**config.mk**
```make
export PLATFORM = sky130hd
export DESIGN_NAME = cache_bus_arbiter
export DESIGN_NICKNAME = d
export VERILOG_FILES = /design/src/rtl/cache_bus_arbiter.sv
export SDC_FILE = /design/constraint.sdc
export NUM_CORES = 1
export LEC_CHECK = 0
export CELL_PAD_IN_SITES_DETAIL_PLACEMENT = 0
export CELL_PAD_IN_SITES_GLOBAL_PLACEMENT = 1
export CORE_AREA = 2 2 123 137
export DETAILED_ROUTE_END_ITERATION = 10
export DIE_AREA = 0 0 125 139
export PLACE_DENSITY_LB_ADDON = 0.1
export SYNTH_ARGS = -nofsm -noshare
export SYNTH_HDL_FRONTEND = slang
export SYNTH_SLANG_ARGS = --single-unit
```
**constraint.sdc**
```tcl
create_clock -name clk -period 2.2 [get_ports clk]
set_input_delay 0.22 -clock clk [delete_from_list [all_inputs] [get_ports clk]]
set_output_delay 0.22 -clock clk [all_outputs]
set_load 0.02 [all_outputs]
```
**src/rtl/cache_bus_arbiter.sv**
```systemverilog
// -----------------------------------------------------------------------------
// cache_bus_arbiter
//   Shares one external memory port between the I-cache refill path and the
//   D-cache refill/write-back path. One fixed-length burst is in flight at a
//   time and beats are routed back to the owning requester. D has priority
//   over I, except that I is forced to win after STARVE_LIM consecutive D
//   grants taken while I was waiting. 'hold' blocks new grants but never
//   interrupts a burst that is already running.
//
// Ports
//   clk, rst                     clock, asynchronous active-high reset
//   hold                         block new grants (in-flight burst completes)
//   i_req, i_addr                I-side read burst request / base address
//   i_gnt, i_rvalid, i_rlast     I grant pulse, read beat valid, final beat
//   d_req, d_we, d_addr, d_wdata D-side burst request, write flag, base, data
//   d_gnt, d_wnext               D grant pulse, write beat consumed
//   d_rvalid, d_last             D read beat valid, final D beat
//   rdata                        read data shared by both sides
//   mem_req, mem_we, mem_addr,
//   mem_wdata                    beat request towards memory
//   mem_ack, mem_rdata           beat done / read data from memory
//   busy                         burst in flight
// -----------------------------------------------------------------------------
module cache_bus_arbiter #(
   parameter int unsigned ADDR_WIDTH = 32,
   parameter int unsigned DATA_WIDTH = 32,
   parameter int unsigned BURST_LEN  = 4,
   parameter int unsigned STARVE_LIM = 3
) (
   input  logic                  clk,
   input  logic                  rst,
   input  logic                  hold,
   // I-cache refill side
   input  logic                  i_req,
   input  logic [ADDR_WIDTH-1:0] i_addr,
   output logic                  i_gnt,
   output logic                  i_rvalid,
   output logic                  i_rlast,
   // D-cache refill / write-back side
   input  logic                  d_req,
   input  logic                  d_we,
   input  logic [ADDR_WIDTH-1:0] d_addr,
   input  logic [DATA_WIDTH-1:0] d_wdata,
   output logic                  d_gnt,
   output logic                  d_wnext,
   output logic                  d_rvalid,
   output logic                  d_last,
   // shared read data
   output logic [DATA_WIDTH-1:0] rdata,
   // memory port
   output logic                  mem_req,
   output logic                  mem_we,
   output logic [ADDR_WIDTH-1:0] mem_addr,
   output logic [DATA_WIDTH-1:0] mem_wdata,
   input  logic                  mem_ack,
   input  logic [DATA_WIDTH-1:0] mem_rdata,
   output logic                  busy
);

   localparam int unsigned BEAT_W = (BURST_LEN > 1) ? $clog2(BURST_LEN) : 1;
   localparam int unsigned CNT_W  = $clog2(STARVE_LIM + 1);
   localparam int unsigned BYTES  = DATA_WIDTH / 8;

   typedef enum logic [1:0] {
      IDLE   = 2'd0,
      I_XFER = 2'd1,
      D_XFER = 2'd2
   } state_t;

   state_t                  r_state;
   state_t                  w_state_nxt;

   logic [BEAT_W-1:0]       r_beat;
   logic [CNT_W-1:0]        r_starve;
   logic [ADDR_WIDTH-1:0]   r_base;
   logic                    r_we;
   logic                    r_i_gnt;
   logic                    r_d_gnt;

   logic                    w_starved;
   logic                    w_pick_d;
   logic                    w_pick_i;
   logic                    w_beat_done;
   logic                    w_last_beat;
   logic [ADDR_WIDTH-1:0]   w_offset;

   // State register
   always_ff @(posedge clk or posedge rst) begin
      if (rst) begin
         r_state <= IDLE;
      end else begin
         r_state <= w_state_nxt;
      end
   end

   // Arbitration, next-state and beat-level outputs
   always_comb begin
      w_state_nxt = r_state;
      w_starved   = 1'b0;
      w_pick_d    = 1'b0;
      w_pick_i    = 1'b0;
      w_beat_done = 1'b0;
      w_last_beat = 1'b0;
      w_offset    = '0;
      i_rvalid    = 1'b0;
      i_rlast     = 1'b0;
      d_rvalid    = 1'b0;
      d_wnext     = 1'b0;
      d_last      = 1'b0;
      rdata       = '0;
      mem_req     = 1'b0;
      mem_we      = 1'b0;
      mem_addr    = '0;
      mem_wdata   = '0;
      busy        = 1'b0;

      // Beat address is base plus a whole-word offset, wrapping at 2^ADDR_WIDTH
      w_offset = ADDR_WIDTH'(r_beat) * ADDR_WIDTH'(BYTES);

      case (r_state)
         IDLE: begin
            // mem_ack is deliberately ignored here
            if (!hold) begin
               w_starved = i_req && (r_starve == CNT_W'(STARVE_LIM));
               w_pick_d  = d_req && !w_starved;
               w_pick_i  = i_req && !w_pick_d;
            end
            if (w_pick_d) begin
               w_state_nxt = D_XFER;
            end else if (w_pick_i) begin
               w_state_nxt = I_XFER;
            end
         end

         I_XFER: begin
            busy        = 1'b1;
            mem_req     = 1'b1;
            mem_addr    = r_base + w_offset;
            w_beat_done = mem_ack;
            w_last_beat = mem_ack && (r_beat == BEAT_W'(BURST_LEN - 1));
            i_rvalid    = mem_ack;
            i_rlast     = w_last_beat;
            if (mem_ack) begin
               rdata = mem_rdata;
            end
            if (w_last_beat) begin
               w_state_nxt = IDLE;
            end
         end

         D_XFER: begin
            busy        = 1'b1;
            mem_req     = 1'b1;
            mem_we      = r_we;
            mem_addr    = r_base + w_offset;
            w_beat_done = mem_ack;
            w_last_beat = mem_ack && (r_beat == BEAT_W'(BURST_LEN - 1));
            d_last      = w_last_beat;
            if (r_we) begin
               mem_wdata = d_wdata;
               d_wnext   = mem_ack;
            end else begin
               d_rvalid = mem_ack;
               if (mem_ack) begin
                  rdata = mem_rdata;
               end
            end
            if (w_last_beat) begin
               w_state_nxt = IDLE;
            end
         end

         default: begin
            w_state_nxt = IDLE;
         end
      endcase
   end

   // Burst context, grant pulses and starvation counter
   always_ff @(posedge clk or posedge rst) begin
      if (rst) begin
         r_beat   <= '0;
         r_starve <= '0;
         r_base   <= '0;
         r_we     <= 1'b0;
         r_i_gnt  <= 1'b0;
         r_d_gnt  <= 1'b0;
      end else begin
         r_i_gnt <= w_pick_i;
         r_d_gnt <= w_pick_d;

         if (w_pick_d) begin
            r_base <= d_addr;
            r_we   <= d_we;
            r_beat <= '0;
         end else if (w_pick_i) begin
            r_base <= i_addr;
            r_we   <= 1'b0;
            r_beat <= '0;
         end else if (w_beat_done) begin
            // Wraps back to zero after the last beat (BURST_LEN is a power of two)
            r_beat <= r_beat + BEAT_W'(1);
         end

         // Only D grants taken while I waits count towards starvation
         if (w_pick_i) begin
            r_starve <= '0;
         end else if (w_pick_d && i_req && (r_starve != CNT_W'(STARVE_LIM))) begin
            r_starve <= r_starve + CNT_W'(1);
         end
      end
   end

   assign i_gnt = r_i_gnt;
   assign d_gnt = r_d_gnt;

endmodule

```
==> run_results.csv <==
group,metric,value,unit
cts,cts-htree-levels,2,
timing,worstMarginPinSlew,497,ps
placed_design,gp_congestion,0.797,
global_routing,grt_usage,17.1,%
timing,fin_crit_sh,119,%
synthesis,yosys-top-cells-count,"nand2_1 (55), dfrtp_1 (41), and2_1 (38), and3_1 (37), nor2_1 (36)",
routing,drc,0,
cts,cts_tree,"done",
cts,clockRootBuffer,"clkbuf_16",
synthesis,ys_types,45,
cts,ctsHoldBuffers,0,
critical_path,cp_num_buf_inv,2,
finish,fin_nets,849,
critical_path,crit_type,"reg -> out",
routing,vias,4057,
timing,hold_violations,0,
synthesis,ys_seq_area_share,32.6,%
floorplanning,initial_core_util,19.6,%
power_and_ir_drop,power_density,1170,nW/um^2
timing,clock_skew,7.95,ps
synthesis,synth_ff_type,"dfrtp_1",
finish,diodes,0,
hold_path,min_path_type,"in -> async",
timing,slew-limit-headroom,66.8,%
critical_path,max_stage_delay,520,ps
cts,cts.clk_slew.worst_paths,70,ps
routing,wl,15400,um
routing,wl_per_cell,17.0,um
critical_path,path_max_fanout,6,
floorplanning,dieHeight,139,um
critical_path,startpoint_type,"flip-flop",
power_and_ir_drop,internal_power,0.00413,W
flow_run,cap_violations,0,
critical_path,reg2reg_to,"r_we",
routing,viasPerCell,4.45,
floorplanning,core_area,16100,sq um
synthesis,yosys-top-cells-area,"dfrtp_1 (33%), and2_1 (7.5%), and3_1 (7.3%), nand2_1 (6.6%), a21oi_1 (5.1%)",
floorplanning,dieArea,17400,sq um
critical_path,crit_chain,"ha_4 > fa_2 > and4_1 > nand4_1 > buf_6 > or4_4 > a21oi_4 > buf_6",
routing,antenna_left,0,
power_and_ir_drop,pwr-share-comb,71.2,%
synthesis,ys_ff_latch,41,
timing,drv_slew,0,
critical_path,reg2reg_from,"r_state[1]",
global_routing,gr-total-overflow,0,
synthesis,syn_area_per_cell,7.59,sq um
synthesis,yosys_warnings,0,
floorplanning,rows,49,
power_and_ir_drop,switching_share,46.1,%
critical_path,cp_data_arrival_time,2390,ps
cts,numCtsBuffers,5,
critical_path,crit_top_cell,"buf_6",
timing,rsz0062_at_grt,"true",
global_routing,grt_max_degree,36,
synthesis,yosysMostFrequentCell,"nand2_1",
critical_path,required,1980,ps
critical_path,r2r_slack,400,ps
placed_design,io_buffers,240,
critical_path,ff2ff_path_depth,7,
cts,cts.sinks,41,
critical_path,end_kind,"output port",
routing,drtPass1Iterations,4,
critical_path,cp_top_family,"simple AND/OR/NAND/NOR gates",
placed_design,dp_hpwl,12000,um
power_and_ir_drop,switchingPower,0.00354,W
power_and_ir_drop,ir_drop,0.000566,V
synthesis,synth.net_count,558,
finish,drive_gt1_share,28.0,%
critical_path,slowest_stage,"or4_4",
timing,worst_slack,-411,ps
outcome,status,"finished with violations",
floorplanning,pin_count,241,
global_routing,grt_antenna_before_repair,0,
cts,insertion_delay,280,ps
finish,syn2layout_area_growth,108,%
cts,cts_buffer_depth,2,
timing,period_minus_slack,2610,ps
global_routing,grt_pass1_vias,4242,
synthesis,netlist.area_leader.share,32.6,%
synthesis,synth_edf_count,0,
synthesis,netlist_area,3150,sq um
timing,finalSetupViolCount,22,
timing,max_freq,0.383,GHz
power_and_ir_drop,power_leakage,3.22,nW
power_and_ir_drop,p_total,0.00768,W
routing,drtIter0Drc,105,
synthesis,synth_top_area_cell,"dfrtp_1",
global_routing,grt_pass1_wl,23900,um
power_and_ir_drop,pwr-share-seq,17.6,%
outcome,violations,"setup timing",
power_and_ir_drop,pwr-share-clk,11.3,%
floorplanning,die_width,125,um
synthesis,async_flop_share,100,%
timing,finalSetupTns,-5240,ps
synthesis,synth_cells,415,
-- state kept, by name (all words and copies together), names as in the netlist --
signal,cells
r_state,2
d_gnt,1
r_starve,2
r_we,1
r_beat,2
r_base,32
i_gnt,1
-- cells in the final DEF (no fill, tap or decap), drive strengths merged, types with 11 or more instances in the layout --
| cell type | synthesis | layout |
|---|---|---|
| inv | 19 | 19 |
| nand2 | 55 | 55 |
| o22ai | 12 | 12 |
| a21oi | 32 | 32 |
| nor2 | 36 | 36 |
| o21ai | 11 | 11 |
| and2 | 38 | 38 |
| dfrtp | 41 | 41 |
| and3 | 37 | 37 |
| a31oi | 20 | 20 |
| dlygate4sd2 | 0 | 33 |
| buf | 5 | 129 |
| clkdlybuf4s50 | 0 | 140 |
-- metrics by stage --
step	hold slack [ps]	instance area (sq um)	util (%)	setup WS, ps	cells
floorplan	360	3260	-	-20.5	415
global placement	507	6280	39.1	-553	891
detailed placement	510	6280	39.1	-593	891
CTS	289	6580	41.0	-435	907
global route	324	6540	40.7	-517	911
finish	281	6540	40.7	-411	911
-- worst max path at each step --
stage              start           end  slack, ps  cells after the start
5_1_grt        r_base[2]  mem_addr[28]       -520                      8
6_report       r_base[2]  mem_addr[28]       -410                      8
2_1_floorplan  r_beat[1]  mem_addr[13]        -20                      5
4_1_cts        r_beat[1]  mem_addr[31]       -440                      6
3_3_place_gp   r_beat[1]  mem_addr[13]       -550                      7
3_5_place_dp   r_beat[0]  mem_addr[26]       -590                      8
-- power by group through the flow --
stage | clock (W) | combinational, W | sequential [W]
detailed placement | 0 | 0.00543 | 0.00134
global placement | 0 | 0.00541 | 0.00133
global route | 0.000914 | 0.00593 | 0.00140
floorplan | 0 | 0.00265 | 0.00142
finish | 0.000865 | 0.00546 | 0.00135
CTS | 0.000879 | 0.00539 | 0.00135
-- layout make-up --
type | instances | area, sq um
fillers | 1723 | 9520
repair buffers | 311 | 2800
multi-input cells | 327 | 2210
flip-flops and latches | 41 | 1030
well taps | 204 | 255
clock buffers | 5 | 125
inverters | 20 | 75.1
clock inverters | 3 | 46.3
-- repair_timing --
item | in CTS | in global routing
pin swaps | 19 | 16
buffers inserted | 6 | 5
gates cloned | 2 | 1
endpoints found under the setup margin | 99 | 69
gates resized for setup | 289 | 76
-- cell families (layout without fill, tap and decap cells) --
family / Yosys count / count (layout) / synth area share, %
compound gates: 86 / 86 / 16.0
buf+inv: 48 / 339 / 6.63
simple gates: 217 / 218 / 37.1
mux: 3 / 3 / 0.953
xor+xnor: 12 / 12 / 3.33
flops: 41 / 41 / 32.6
fa+ha+maj: 8 / 8 / 3.41
-- layer usage --
layer / wire length, um / GRT usage [%]
met4: 114 / 2.51
met2: 8290 / 32.4
met1: 6290 / 20.2
met3: 750 / 3.67
met5: 0 / 0
Power figures use the tool's default switching activity.
